`src/rtl/blockade_audio_pkg.sv`:
```
// Shared audio-path constants, FSM/MAC encodings and the 16-bit saturator
// used by the time-multiplexed IIR sequencer.
package blockade_audio_pkg;

    localparam int CW    = 18;
    localparam int SHIFT = 15;
    localparam int ACCW  = 36;

    // 723.43 Hz first-order low-pass
    localparam int A2_DEF = -32312;
    localparam int B1_DEF = 228;
    localparam int B2_DEF = 228;

    typedef enum logic [2:0] {IDLE, MAC0, MAC1, MAC2, STORE, DONE} state_t;
    typedef enum logic [1:0] {MAC_HOLD, MAC_LOAD, MAC_ADD, MAC_SUB} mac_op_t;

    localparam logic signed [ACCW-1:0] SAT_MAX = 36'sd32767;
    localparam logic signed [ACCW-1:0] SAT_MIN = -36'sd32768;

    function automatic logic signed [15:0] sat16(input logic signed [ACCW-1:0] v);
        if (v > SAT_MAX)
            return 16'sh7fff;
        else if (v < SAT_MIN)
            return 16'sh8000;
        else
            return v[15:0];
    endfunction

endpackage

```
`src/rtl/blockade_iir_mac.sv`:
```
// Shared multiply-accumulate for the IIR sequencer: operand mux, 18x16 signed
// multiply, 36-bit accumulator and the saturating output stage.
module blockade_iir_mac #(
    parameter int CW    = blockade_audio_pkg::CW,
    parameter int SHIFT = blockade_audio_pkg::SHIFT
) (
    input  logic                        clk,
    input  logic                        reset,
    input  blockade_audio_pkg::mac_op_t op,
    input  logic signed [CW-1:0]        a2,
    input  logic signed [CW-1:0]        b1,
    input  logic signed [CW-1:0]        b2,
    input  logic signed [15:0]          x,
    input  logic signed [15:0]          xp,
    input  logic signed [15:0]          yp,
    output logic signed [15:0]          yn
);
    import blockade_audio_pkg::*;

    localparam int PW = CW + 16;

    logic signed [CW-1:0]   coef;
    logic signed [15:0]     samp;
    logic signed [PW-1:0]   prod;
    logic signed [ACCW-1:0] prodx;
    logic signed [ACCW-1:0] acc;
    logic signed [ACCW-1:0] shd;

    always_comb begin
        coef = '0;
        samp = '0;
        case (op)
            MAC_LOAD: begin coef = b1; samp = x;  end
            MAC_ADD:  begin coef = b2; samp = xp; end
            MAC_SUB:  begin coef = a2; samp = yp; end
            default:  ;
        endcase
    end

    assign prod  = coef * samp;
    assign prodx = {{(ACCW-PW){prod[PW-1]}}, prod};

    always_ff @(posedge clk) begin
        if (reset) begin
            acc <= '0;
        end else begin
            case (op)
                MAC_LOAD: acc <= prodx;
                MAC_ADD:  acc <= acc + prodx;
                MAC_SUB:  acc <= acc - prodx;
                default:  acc <= acc;
            endcase
        end
    end

    // arithmetic shift floors toward -inf before clamping
    assign shd = acc >>> SHIFT;
    assign yn  = sat16(shd);

endmodule

```
`src/rtl/blockade_iir_sched.sv`:
```
// First-order IIR low-pass sequencer: one MAC shared across NCH channels,
// one frame per divider tick, all outputs published together.
module blockade_iir_sched #(
    parameter int NCH   = 2,
    parameter int CW    = blockade_audio_pkg::CW,
    parameter int SHIFT = blockade_audio_pkg::SHIFT
) (
    input  logic                clk,
    input  logic                reset,
    input  logic [9:0]          div,
    input  logic [CW-1:0]       A2,
    input  logic [CW-1:0]       B1,
    input  logic [CW-1:0]       B2,
    input  logic [NCH*16-1:0]   in,
    output logic [NCH*16-1:0]   out,
    output logic                out_valid,
    output logic                busy,
    output logic                overrun
);
    import blockade_audio_pkg::*;

    localparam int CHW = (NCH > 1) ? $clog2(NCH) : 1;

    logic [9:0]            cnt, div_q, div_eff;
    logic                  tick;
    state_t                state, nstate;
    mac_op_t               op;
    logic [CHW-1:0]        ch;
    logic                  last_ch;
    logic signed [CW-1:0]  a2f, b1f, b2f;
    logic signed [15:0]    xf [NCH];
    logic signed [15:0]    xp [NCH];
    logic signed [15:0]    yp [NCH];
    logic signed [15:0]    sh [NCH];
    logic signed [15:0]    yn;

    // new period is only picked up at the wrap so a frame period is never cut short
    assign div_eff = (div == '0) ? 10'd1 : div;
    assign tick    = (cnt == div_q - 10'd1);

    always_ff @(posedge clk) begin
        if (reset) begin
            cnt   <= '0;
            div_q <= div_eff;
        end else if (tick) begin
            cnt   <= '0;
            div_q <= div_eff;
        end else begin
            cnt <= cnt + 10'd1;
        end
    end

    assign last_ch = (ch == CHW'(NCH - 1));

    always_ff @(posedge clk) begin
        if (reset) state <= IDLE;
        else       state <= nstate;
    end

    always_comb begin
        nstate = state;
        op     = MAC_HOLD;
        case (state)
            IDLE:  if (tick) nstate = MAC0;
            MAC0:  begin op = MAC_LOAD; nstate = MAC1; end
            MAC1:  begin op = MAC_ADD;  nstate = MAC2; end
            MAC2:  begin op = MAC_SUB;  nstate = STORE; end
            STORE: nstate = last_ch ? DONE : MAC0;
            DONE:  nstate = IDLE;
            default: nstate = IDLE;
        endcase
    end

    assign busy      = (state == MAC0) || (state == MAC1) || (state == MAC2) ||
                       (state == STORE) || ((state == IDLE) && tick);
    assign out_valid = (state == DONE);

    always_ff @(posedge clk) begin
        if (reset) begin
            overrun <= 1'b0;
            ch      <= '0;
            a2f     <= '0;
            b1f     <= '0;
            b2f     <= '0;
            out     <= '0;
            for (int unsigned k = 0; k < NCH; k++) begin
                xf[k] <= '0;
                xp[k] <= '0;
                yp[k] <= '0;
                sh[k] <= '0;
            end
        end else begin
            if (tick && (state != IDLE))
                overrun <= 1'b1;
            case (state)
                IDLE: if (tick) begin
                    a2f <= A2;
                    b1f <= B1;
                    b2f <= B2;
                    ch  <= '0;
                    for (int unsigned k = 0; k < NCH; k++)
                        xf[k] <= in[16*k +: 16];
                end
                STORE: begin
                    yp[ch] <= yn;
                    xp[ch] <= xf[ch];
                    sh[ch] <= yn;
                    // last channel bypasses the shadow so every channel lands in out at once
                    if (last_ch) begin
                        for (int unsigned k = 0; k < NCH; k++)
                            out[16*k +: 16] <= (CHW'(k) == ch) ? yn : sh[k];
                    end else begin
                        ch <= ch + CHW'(1);
                    end
                end
                default: ;
            endcase
        end
    end

    blockade_iir_mac #(
        .CW    (CW),
        .SHIFT (SHIFT)
    ) u_mac (
        .clk   (clk),
        .reset (reset),
        .op    (op),
        .a2    (a2f),
        .b1    (b1f),
        .b2    (b2f),
        .x     (xf[ch]),
        .xp    (xp[ch]),
        .yp    (yp[ch]),
        .yn    (yn)
    );

endmodule

```
`config.mk`:
```
export PLATFORM = sky130hd
export DESIGN_NAME = blockade_iir_sched
export DESIGN_NICKNAME = d
export VERILOG_FILES = /design/src/rtl/blockade_audio_pkg.sv /design/src/rtl/blockade_iir_mac.sv /design/src/rtl/blockade_iir_sched.sv
export SDC_FILE = /design/constraint.sdc
export NUM_CORES = 1
export LEC_CHECK = 0
export CORE_MARGIN = 8
export CORE_UTILIZATION = 35
export CTS_BUF_LIST = sky130_fd_sc_hd__clkbuf_4 sky130_fd_sc_hd__clkbuf_8
export DETAILED_ROUTE_END_ITERATION = 10
export GPL_TIMING_DRIVEN = 0
export RECOVER_POWER = 50
export SLEW_MARGIN = 0
export SYNTH_ARGS = -nofsm -noshare
export SYNTH_HDL_FRONTEND = slang
export SYNTH_SLANG_ARGS = --single-unit
export TNS_END_PERCENT = 1
```
`constraint.sdc`:
```
create_clock -name clk -period 10.4 [get_ports clk]
set_clock_uncertainty 0.2 [all_clocks]
set_input_delay 1.56 -clock clk [delete_from_list [all_inputs] [get_ports clk]]
set_output_delay 1.56 -clock clk [all_outputs]
set_load 0.005 [all_outputs]
```
== Word-level counts from Yosys, hierarchy flattened ==
Memories as Yosys holds them, arrays and structs flattened. A register that Yosys moved wholly into a read port is not among the register bits.
Cells that the tools add are included.
Operators by class
  $add $sub $neg: 5
  multipliers: 1
  magnitude comparators: 2
  eq/ne operators: 10
  multiplexer cells: 41
  bitwise gates (word level): 2
  reductions and logical operators: 19
Operator list (count)
  16-bit 2-to-1 mux: 7
  36-bit case mux with 3 select lines: 1
  18-bit case mux with 3 select lines: 1
  16-bit case mux with 3 select lines: 1
  16-bit OR reduction: 3
  36-bit by 34-bit adder with 36-bit output: 1
  36-bit by 34-bit subtractor with 36-bit output: 1
  18-bit by 16-bit multiplier with 34-bit output: 1
  10-bit 2-to-1 mux: 3
  1-bit 2-to-1 mux: 23
  21-bit by 16-bit greater-than comparator with 1-bit output (second input constant): 1
  21-bit by 16-bit less-than comparator with 1-bit output (second input constant): 1
  3-bit case mux with 5 select lines: 1
  10-bit by 1-bit adder with 10-bit output (second input constant): 1
  10-bit equality test: 1
  10-bit zero test: 1
  10-bit by 1-bit subtractor with 10-bit output (second input constant): 1
  3-bit by 2-bit equality test with 1-bit output (second input constant): 2
  3-bit equality test (second input constant): 2
  3-bit 2-to-1 mux: 2
  2-bit case mux with 3 select lines: 1
  2-bit AND reduction: 3
  3-bit nonzero test: 2
  2-bit equality test (second input constant): 2
  other kinds (11): 17
Word-level totals
  register bits after elaboration: 147
  bits in writable memories: 128
  output and inout bits: 35
  word-level logic and storage cells: 94
  memories kept: 4
Memories
  sh: words 2, bits a word 16, read ports 1, clocked after memory_dff 1, write ports 2, line blockade_iir_sched.sv:34  | logic signed [15:0] sh [NCH];
  xf: words 2, bits a word 16, read ports 1, clocked after memory_dff 1, write ports 2, line blockade_iir_sched.sv:31  | logic signed [15:0] xf [NCH];
  xp: words 2, bits a word 16, read ports 1, clocked after memory_dff 1, write ports 2, line blockade_iir_sched.sv:32  | logic signed [15:0] xp [NCH];
  yp: words 2, bits a word 16, read ports 1, clocked after memory_dff 1, write ports 2, line blockade_iir_sched.sv:33  | logic signed [15:0] yp [NCH];

== Logic depth before layout (Yosys ltp) ==
Gate-level depths: netlist (run 1).
  depth in word-level cells: 7
  mapped depth: 44
  depth with buffers taken out: 38

== Modules after synthesis ==
From an unflattened synthesis (run 1), not the netlist that was laid out.
Unflattened totals
  cells, all modules: 2769
  area, all modules: 25350.6 um2
Modules (own cells, without submodules)
  blockade_iir_mac: instances 1, cells each 2012, area an instance 16602.2 um2, sequential area each 720.7 um2
  blockade_iir_sched: instances 1, cells each 757, area an instance 8748.4 um2, sequential area each 5225.0 um2

== Worst setup path before layout (run 1) ==
Ideal clock, no wire load.
  path type: flip-flop to flip-flop
  start point: reg (tool-made name)
  end point: reg u_mac.acc[35]
  setup time: 0.128 ns
  data arrival time: 10.508 ns
  path slack: -0.436 ns
  stages on the path, launching flop included: 42
  period minus slack after synthesis: 10.836 ns
  path through: dfxtp_1 clkbuf_1 clkbuf_1 clkbuf_1 mux2i_1 nor2_1 a21oi_1 clkbuf_1 nor2_1 fa_1 inv_1 fa_1 fa_1 inv_1 fa_1 fa_1 inv_1 fa_1 [6 not listed] nor3_1 nor3_1 and3b_1 nand4_1 nor4b_1 nor2_1 xnor2_1 ha_1 o21a_1 o21a_1 o2111ai_1 nand2_1 nand2_1 a31oi_1 mux2i_1 or4_1 mux2i_1 o32ai_1
RTL lines
  end signal, assigned: line blockade_iir_mac.sv:48  | MAC_LOAD: acc <= prodx;
  end signal, assigned: line blockade_iir_mac.sv:49  | MAC_ADD: acc <= acc + prodx;
  end signal, assigned: line blockade_iir_mac.sv:50  | MAC_SUB: acc <= acc - prodx;
  end, declared: line blockade_iir_mac.sv:26  | logic signed [ACCW-1:0] acc;

== Worst setup path in the final report (run 1) ==
  start point: reg state[2]
  end point: reg u_mac.acc[35]
On the way
  longest elaborated chain between the ends: 7
  elaborated cells on any way between the ends: 14
  classes of those cells: 2 x add/sub; 1 x mul; 6 x eq/ne; 4 x mux; 1 x reduce/logical
Ends and longest elaborated chain
  start, declared: line blockade_iir_sched.sv:26  | state_t state, nstate;
  start signal, assigned: line blockade_iir_sched.sv:57  | else state <= nstate;
  3-bit by 2-bit equality test with 1-bit output or 3-bit by 1-bit equality test with 1-bit output (tied branches): line blockade_iir_sched.sv:63  | case (state)
  2-bit case mux with 3 select lines *: line blockade_iir_sched.sv:63
  2-bit equality test or 2-bit by 1-bit equality test with 1-bit output (tied branches): line blockade_iir_mac.sv:32, blockade_iir_mac.sv:47
  18-bit case mux with 3 select lines or 16-bit case mux with 3 select lines (tied branches): line blockade_iir_mac.sv:32  | case (op)
  18-bit by 16-bit multiplier with 34-bit output: line blockade_iir_mac.sv:40  | assign prod = coef * samp;
  36-bit by 34-bit subtractor with 36-bit output or 36-bit by 34-bit adder with 36-bit output (tied branches): line blockade_iir_mac.sv:50, blockade_iir_mac.sv:49
  36-bit case mux with 3 select lines: line blockade_iir_mac.sv:47  | case (op)
Every way passes the cells marked *; elsewhere a longest branch is shown, timed or not.
A chain may end at the register's enable or synchronous reset.

==> flow_metrics.tcl, run 1 <==
set metrics [dict create \
    holdWs_ns 0.246 \
    yosysWarnings 0 \
    clockBufferDepth 3 \
    cp_slowest_cell "fa_2" \
    dieWidth_um 278 \
    grt_pass1_wl_um 124000 \
    synth_cell_types 77 \
    placed_cells 3738 \
    vias 20922 \
    post-synth-top-area-cell "fa_1" \
    min_period_over_period_pct 98.7 \
    io_buffers 132 \
    cts_buffers 42 \
    fp.dieH_um 278 \
    worstSetupPathType "flip-flop to flip-flop" \
    hold_viol 0 \
    routed_via_density 5.33 \
    max_slew_margin_pct 9.03 \
    synth-edff-count 106 \
    drt_iter0_drc 1663 \
    synth_most_common_cell "nor2_1" \
    synth_top_family_by_area "adder cells" \
    nets 3525 \
    drtAntennaViolNets 0 \
    synth_nets 3237 \
    fmax_mhz 97.4 \
    gp_congestion 0.943 \
    clock_latency_ns 0.63 \
    critPathLaunch "state[2]" \
    avgSynthCellArea_um2 8.83 \
    h-tree-depth 2 \
    cap_violations 0 \
    grtUsageTotal_pct 20.3 \
    path_clk_slew_ns 0.07 \
    r2r-start "state[2]" \
    area_growth_pct 27.3 \
    crit_required_ns 10.67 \
    synth_top_area_share_pct 24.2 \
    period_minus_slack_ns 10.27 \
    yosys-mux-area-fraction_pct 3.29 \
    first_pass_iters 6 \
    synth_area_um2 24100 \
    final_layout_size_suffix_gt1_share_pct 17.7 \
    routed_wl_um 80900 \
    yosys.area_share.simple_pct 16.8 \
    antenna-diode-count 0 \
    core_area_um2 68300 \
    wl_per_cell_um 20.6 \
    p_leak_nw 13.0 \
    clock_sink_count 244 \
    start_util_pct 35.2 \
    r2r_slack_ns 0.13 \
    cp-end-kind "flip-flop" \
    finalSetupViolCount 0 \
    dp_hpwl_um 62400 \
    crit_top_cell "fa_1" \
    arrival_ns 10.54 \
    io-pin-count 133 \
    status "complete, no violations" \
    rows 96 \
    async_reset_ff_share_pct 0 \
    synth_area_leaders "fa_1 (24%), edfxtp_1 (13%), dfxtp_1 (11%), ha_1 (6.5%), nor2_1 (5.6%)" \
    antenna_found_initial 1 \
    cts-root-buf "clkbuf_8" \
    synth_common_cells "nor2_1 (362), inv_1 (343), nand2_1 (332)" \
    syn_inst 2724 \
    critPathCapture "u_mac.acc[35]" \
    grt_pass1_vias 20973 \
    maxSlewViolCount 0 \
    drc 0 \
    crit_path_max_incr_delay_ns 0.57 \
    yosysSeqAreaShare_pct 24.7 \
    die-area_um2 77400 \
    synth-compound-area-share_pct 12.9 \
    yosys.area_share.adder_pct 30.7 \
    grt_max_degree 33 \
    synth_flop_cell "dfxtp_1" \
    tightest_slew_ns 1.36 \
    power_density_nw_per_um2 69.7 \
    reg2reg_depth 39 \
    peakVddDrop_mv 0.0956 \
    hp-class "flip-flop to flip-flop" \
    cts_tree "yes" \
    overflow 0 \
    hold_buffers 0 \
    instances_no_fill 3925 \
    timing.rr.end "u_mac.acc[35]" \
    critical_path.max_fanout 10 \
    synth_seq_cells 244 \
    worstSetupStartpointType "flip-flop" \
    synth_xor_area_share_pct 4.10 \
]
-- per-stage QoR --
stage / power, mW / TNS [ns] / setup WS [ns] / utilization, % / instance area [um^2]
4_1_cts: 2.13 / 0 / 0.00336 / 42.3 / 28900
3_3_place_gp: 1.19 / -45.80 / -3.23 / 38.8 / 26500
6_report: 2.13 / 0 / 0.135 / 44.8 / 30600
5_1_grt: 2.21 / -0.237 / -0.122 / 44.8 / 30600
2_1_floorplan: 1.12 / 0 / 0.00967 / - / 24100
3_5_place_dp: 1.19 / -47.00 / -3.31 / 38.8 / 26500
-- layout make-up --
| type | count | area, um^2 |
|---|---|---|
| Fill cell | 6452 | 37700 |
| Multi-Input combinational cell | 2002 | 18100 |
| Sequential cell | 244 | 5960 |
| Timing Repair Buffer | 263 | 2520 |
| Inverter | 343 | 1290 |
| Tap cell | 882 | 1100 |
| Buffer | 116 | 800 |
| Clock buffer | 59 | 724 |
| Clock inverter | 16 | 154 |
-- registers in the layout (all words and copies together), names as in the netlist, named ones only --
register   count
cnt           10
b1f           18
ch             1
xf            32
out           32
state          3
b2f           18
div_q         10
overrun        1
yp            32
a2f           18
xp            32
u_mac.acc     36
-- power breakdown --
group / total, mW / switching (mW) / internal (mW)
registers: 1.03 / 0.0110 / 1.02
clock network: 0.932 / 0.425 / 0.507
logic: 0.176 / 0.0870 / 0.0889
-- metal layers --
| metal | routed length [um] | track usage [%] |
|---|---|---|
| met3 | 6360 | 3.91 |
| met1 | 34100 | 26.9 |
| met2 | 37300 | 33.1 |
| met4 | 3150 | 6.51 |
| met5 | 0 | 0 |
-- kinds of logic after synthesis --
logic type                 Yosys count
and+or+nand+nor                    925
AOI/OAI and AO/OA                  481
DFF                                244
muxes                               70
buffers and inverters              478
adders and majority gates          415
xor gates and xnor gates           111
-- critical path: cells and delay by family (launching register included) --
| family | cells | cell delay (ns) |
|---|---|---|
| compound gates | 10 | 1.93 |
| mux | 2 | 0.37 |
| buf+inv | 7 | 0.87 |
| flops | 1 | 0.33 |
| fa+ha+maj | 8 | 3.75 |
| xor+xnor | 1 | 0.24 |
| simple gates | 11 | 2.38 |
-- placed cells by master, fill, tap and decap left out, drive strengths merged, types with 11 or more instances in the layout --
master         instances
mux2                  23
clkdlybuf4s50         89
inv                  346
nor3                  42
clkbuf               146
mux2i                 42
and3                  13
ha                   124
buf                  160
xor2                  38
edfxtp               106
nor2b                 15
a211oi                30
o21a                  13
nor2                 362
nand2                332
nand3                 22
a21oi                173
a22o                  17
dlygate4sd3           43
a21o                  52
dfxtp                138
o21ai                 72
xnor2                 72
nand2b                21
and2                  49
o31ai                 11
fa                   291
or3                   18
o211ai                12
-- timing repair --
item                       4_1_cts  5_1_grt
resized for setup              280      245
setup buffers                   46       83
gates cloned                     1        0
pin swaps                       40      121
setup endpoints to repair       23       13
-- worst min-delay path by stage --
stage | to | startpoint | slack [ns] | cells after the start
floorplan | a2f[0] | a2f[0] | 0.23 | 2
finish | out[25] | out[25] | 0.25 | 1
global placement | out[29] | out[29] | 0.23 | 1
global route | out[24] | out[24] | 0.26 | 1
detailed placement | out[16] | out[16] | 0.24 | 1
CTS | out[30] | out[30] | 0.25 | 1
(Power assumes the default switching activity.)
==> inputs of run 2 (changes only) <==
- REMOVE_ABC_BUFFERS: default -> 1
==> run 2 against run 1 <==
Effect of this change:
- the flow now finishes with violations (capacitance limit, slew limit)
- hold slack better by 0.0031 ns
- flip-flop and latch count stayed put
- sequential power hardly changed
- sequential share of layout area is 0.38 points higher
- critical path depth stayed put
- global-route usage is 2.1 points lower
- routed wire length is 9.6% lower
- cell count is 2.0% lower
- combinational power is 11% lower
- critical path type unchanged
- critical endpoint unchanged
- largest cell class unchanged
==> flow_metrics.tcl, run 2 (synthesized netlist as in run 1, its figures left out) <==
set metrics [dict create \
    cts_buffers 45 \
    clock_sink_count 244 \
    instances_no_fill 3847 \
    regMostFlops "u_mac.acc" \
    wl_per_cell_um 19.0 \
    largest_reg_flops 36 \
    fillers 6564 \
    hp-class "flip-flop to flip-flop" \
    start_util_pct 35.2 \
    clockBufferDepth 3 \
    vias 19861 \
    dieWidth_um 278 \
    grt_max_degree 59 \
    status "finished with violations" \
    tightest_slew_ns 2.52 \
    drtAntennaViolNets 0 \
    hold_depth 1 \
    crit_path_max_incr_delay_ns 0.57 \
    gp_congestion 0.869 \
    placed_cells 3625 \
    finalSetupTns_ns 0 \
    crit_required_ns 10.70 \
    io_buffers 132 \
    cp-end-kind "flip-flop" \
    r2r_slack_ns 0.33 \
    fmax_mhz 99.3 \
    first_pass_iters 5 \
    critical_path.max_fanout 8 \
    period_minus_slack_ns 10.07 \
    io-pin-count 133 \
    sw_frac_of_total_pct 24.1 \
    fp.dieH_um 278 \
    reg2reg_depth 39 \
    fin_total_pwr_mw 2.23 \
    routed_wl_um 73200 \
    crit_top_cell "fa_1" \
    cts-root-buf "clkbuf_8" \
    grt_pass1_wl_um 113000 \
    final_common_cell "inv_1" \
    clockPowerShare_pct 47.0 \
    cap_violations 2 \
    drt_iter0_drc 1391 \
    die-area_um2 77400 \
    area_growth_pct 24.9 \
    cp_slowest_cell "or4_4" \
    hold_buffers 0 \
    peakVddDrop_mv 0.0673 \
    maxSlewViolCount 79 \
    overflow 0 \
    violations "capacitance limit, slew limit" \
    arrival_ns 10.37 \
    drc 0 \
    max_slew_margin_pct -68.0 \
    p_comb_share_pct 7.0 \
    switchingPower_mw 0.536 \
    power_density_nw_per_um2 74.1 \
    worstSetupStartpointType "flip-flop" \
    finalSetupViolCount 0 \
    final_cell_mix "inv_1 (342), nor2_1 (338), nand2_1 (330)" \
    h-tree-depth 2 \
    routed_via_density 5.16 \
    holdWs_ns 0.249 \
    hold_viol 0 \
    p_leak_nw 12.8 \
    p_int_mw 1.69 \
    dp_hpwl_um 52800 \
    fin_ws_ns 0.333 \
    final_layout_size_suffix_gt1_share_pct 16.1 \
    path_clk_slew_ns 0.06 \
    grt_pass1_vias 19751 \
    rows 96 \
    cts_tree "yes" \
    worstSetupPathType "flip-flop to flip-flop" \
    p_seq_share_pct 46.0 \
    grtUsageTotal_pct 18.2 \
    min_period_over_period_pct 96.8 \
    antenna_found_initial 1 \
    clock_latency_ns 0.64 \
    place_ws_ns -2.74 \
    core_area_um2 68300 \
    nets 3440 \
]
-- run 2: layer usage --
layer	part of all wire, %	track usage, %	wire length (um)	vias to the layer above
met5	0	0	0	-
met4	3.3	5.79	2430	0
met3	5.4	2.47	3930	106
met2	49	30.3	35500	518
met1	43	24.3	31300	9855
li1	-	-	-	9382
-- run 2: layout make-up --
class	instances	area, um^2	share of cell area, %
clock buffers	66	790	2.63
inverters	343	1290	4.29
multi-input cells	2007	17700	58.9
well taps	882	1100	3.67
clock inverters	18	211	0.704
diodes	1	2.50	0.00833
repair buffers	286	3000	9.97
flip-flops and latches	244	5960	19.8
-- run 2: worst paths after layout --
| check | from | to |
|---|---|---|
| hold reg to reg | out[27] | out[27] |
| hold / removal | out[27] | out[27] |
| setup reg to reg | state[0] | u_mac.acc[35] |
| setup / recovery | state[0] | u_mac.acc[35] |
-- run 2: worst max-delay path, delay by kind of cell (launching register included) --
family	cells	cell delay [ns]
simple gates	10	3.22
compound gates	10	1.34
flops	1	0.42
xor+xnor	2	0.28
fa+ha+maj	8	3.23
mux	1	0.30
buf+inv	8	0.93
-- run 2: timing repair --
action / CTS / global route
endpoints found under the setup margin: 23 / 12
gates resized for setup: 122 / 171
pin swaps: 16 / 78
setup buffers: 43 / 83
gates cloned: 5 / 5
-- run 2: power groups by stage --
stage,logic [mW],registers (mW),clock network (mW)
6_report,0.156,1.02,1.05
5_1_grt,0.170,1.02,1.12
4_1_cts,0.146,1.02,1.09
3_5_place_dp,0.136,1.04,0
3_3_place_gp,0.133,1.04,0
2_1_floorplan,0.0698,1.04,0
-- run 2: through the flow --
stage | area [um^2] | util (%)
3_3_place_gp | 26000 | 38.0
4_1_cts | 28500 | 41.6
5_1_grt | 30000 | 44.0
6_report | 30000 | 44.0
2_1_floorplan | 23500 | -
3_5_place_dp | 26500 | 38.7
==> inputs of run 3 (changes only) <==
- clock period: 10.4 -> 11.1 ns (I/O delays scaled with it)
==> run 3 against run 2 <==
Effect of this change:
- the run still ends with capacitance limit, slew limit left
- worst setup slack better by 0.19 ns
- power is 6.7% lower
- flip-flop and latch count stayed put
- count of clock-buffer cells in the layout stayed put
- core utilization is 2.1 points lower
- hold slack hardly changed
- final area is 4.8% lower
- register-to-register slack better by 0.19 ns
- combinational power is 12% lower
- routed wire length is 4.8% lower
- clock power is 7% lower
==> flow_metrics.tcl, run 3 (synthesized netlist as in run 1, its figures left out) <==
set metrics [dict create \
    fillers 6723 \
    worstSetupPathType "flip-flop to flip-flop" \
    grtUsageTotal_pct 17.7 \
    io-pin-count 133 \
    hold_viol 0 \
    tightest_slew_ns 2.54 \
    finalSetupTns_ns 0 \
    place_ws_ns -2.04 \
    final_cell_mix "nor2_1 (352), inv_1 (342), nand2_1 (332)" \
    grt_pass1_wl_um 110000 \
    routed_via_density 5.11 \
    clock_sink_count 244 \
    clock_latency_ns 0.64 \
    cts-root-buf "clkbuf_8" \
    crit_path_max_incr_delay_ns 0.59 \
    crit_required_ns 11.43 \
    grt_max_degree 59 \
    arrival_ns 10.91 \
    period_minus_slack_ns 10.58 \
    die-area_um2 77400 \
    grt_pass1_vias 19455 \
    rows 96 \
    cp_slowest_cell "or4_1" \
    h-tree-depth 2 \
    drt_iter0_drc 1264 \
    drtAntennaViolNets 0 \
    final_util_pct 41.8 \
    maxSlewViolCount 79 \
    fmax_mhz 94.5 \
    fin_ws_ns 0.519 \
    gp_congestion 0.869 \
    clockBufferDepth 3 \
    p_leak_nw 12.3 \
    routed_wl_um 69600 \
    dieWidth_um 278 \
    min_period_over_period_pct 95.3 \
    overflow 0 \
    final_layout_size_suffix_gt1_share_pct 10.4 \
    regMostFlops "u_mac.acc" \
    vias 19249 \
    crit_top_cell "fa_1" \
    cts_buffers 45 \
    dpl_cell_area_um2 26500 \
    status "finished with violations" \
    core_area_um2 68300 \
    power_density_nw_per_um2 72.6 \
    io_buffers 132 \
    dp_hpwl_um 52800 \
    finalSetupViolCount 0 \
    peakVddDrop_mv 0.0613 \
    start_util_pct 35.2 \
    hp-class "flip-flop to flip-flop" \
    path_clk_slew_ns 0.06 \
    cap_violations 2 \
    worstSetupStartpointType "flip-flop" \
    cts_tree "yes" \
    nets 3363 \
    critical_path.max_fanout 17 \
    area_growth_pct 18.9 \
    violations "capacitance limit, slew limit" \
    wl_per_cell_um 18.5 \
    hold_buffers 0 \
    final_common_cell "nor2_1" \
    cp-end-kind "flip-flop" \
    drc 0 \
    max_slew_margin_pct -69.0 \
    first_pass_iters 5 \
    fin_area_um2 28600 \
    fp.dieH_um 278 \
    fin_total_pwr_mw 2.08 \
    antenna_found_initial 3 \
    largest_reg_flops 36 \
]
==> run 3: cell count changes in the layout (fill, tap and decap cells not counted), moves of 8 or more <==
cell / change
a21oi_1: +8
fa_1: +8
nor2_2: -10
mux2i_2: -8
o21ai_0: +8
mux2i_1: +10
ha_1: +13
nor2_1: +14
buf_4: -57
ha_4: -11
buf_12: -9
fa_2: -8
a21o_1: +12
==> run 3: routing by layer <==
layer  up-vias  GRT usage, %  wire length [um]
li1       9228             -                 -
met5         -             0                 0
met4         0          5.59              2360
met3       109          2.79              3740
met1      9458          23.7             30500
met2       454          29.2             33000
==> run 3: final cells by class <==
cell class | count | area [um^2] | share of cell area, %
Sequential cell | 244 | 5960 | 20.8
Multi-Input combinational cell | 2005 | 17000 | 59.4
Clock inverter | 18 | 211 | 0.740
Antenna cell | 1 | 2.50 | 0.00875
Timing Repair Buffer | 211 | 2260 | 7.89
Inverter | 343 | 1290 | 4.50
Clock buffer | 66 | 790 | 2.76
Tap cell | 882 | 1100 | 3.86
==> run 3: final timing paths <==
path	from	to	slack, ns	depth (start not counted)
worst max-delay path	state[0]	u_mac.acc[35]	0.52	37
worst min-delay path	out[27]	out[27]	0.25	1
worst max register to register	state[0]	u_mac.acc[35]	0.52	37
worst min register to register	out[27]	out[27]	0.25	1
==> run 3: through the flow <==
stage,instances,hold WS (ns)
floorplan,2589,0.227
global placement,3603,0.236
detailed placement,3625,0.238
CTS,3726,0.253
global route,3770,0.269
finish,3770,0.248
==> run 3: worst max-delay path: cells and delay by family (launching register included) <==
family                   cells  cell delay, ns
adder cells (fa/ha/maj)      8            3.46
AND/OR/NAND/NOR             11            3.10
AO/OA/AOI/OAI                9            1.76
buffers and inverters        6            0.76
flip-flops                   1            0.40
multiplexers                 1            0.38
XOR/XNOR                     2            0.35
==> run 3: timing repair <==
item,CTS,global route
cloned,2,2
gates resized for setup,56,76
pin swaps,4,11
setup buffers,15,40
endpoints found under the setup margin,20,9
==> run 3: power by group <==
| part | leakage, nW | internal, mW | switching [mW] | total (mW) |
|---|---|---|---|---|
| logic | 9.59 | 0.0694 | 0.0675 | 0.137 |
| registers | 2.20 | 0.951 | 0.00761 | 0.959 |
| clock network | 0.531 | 0.557 | 0.424 | 0.981 |
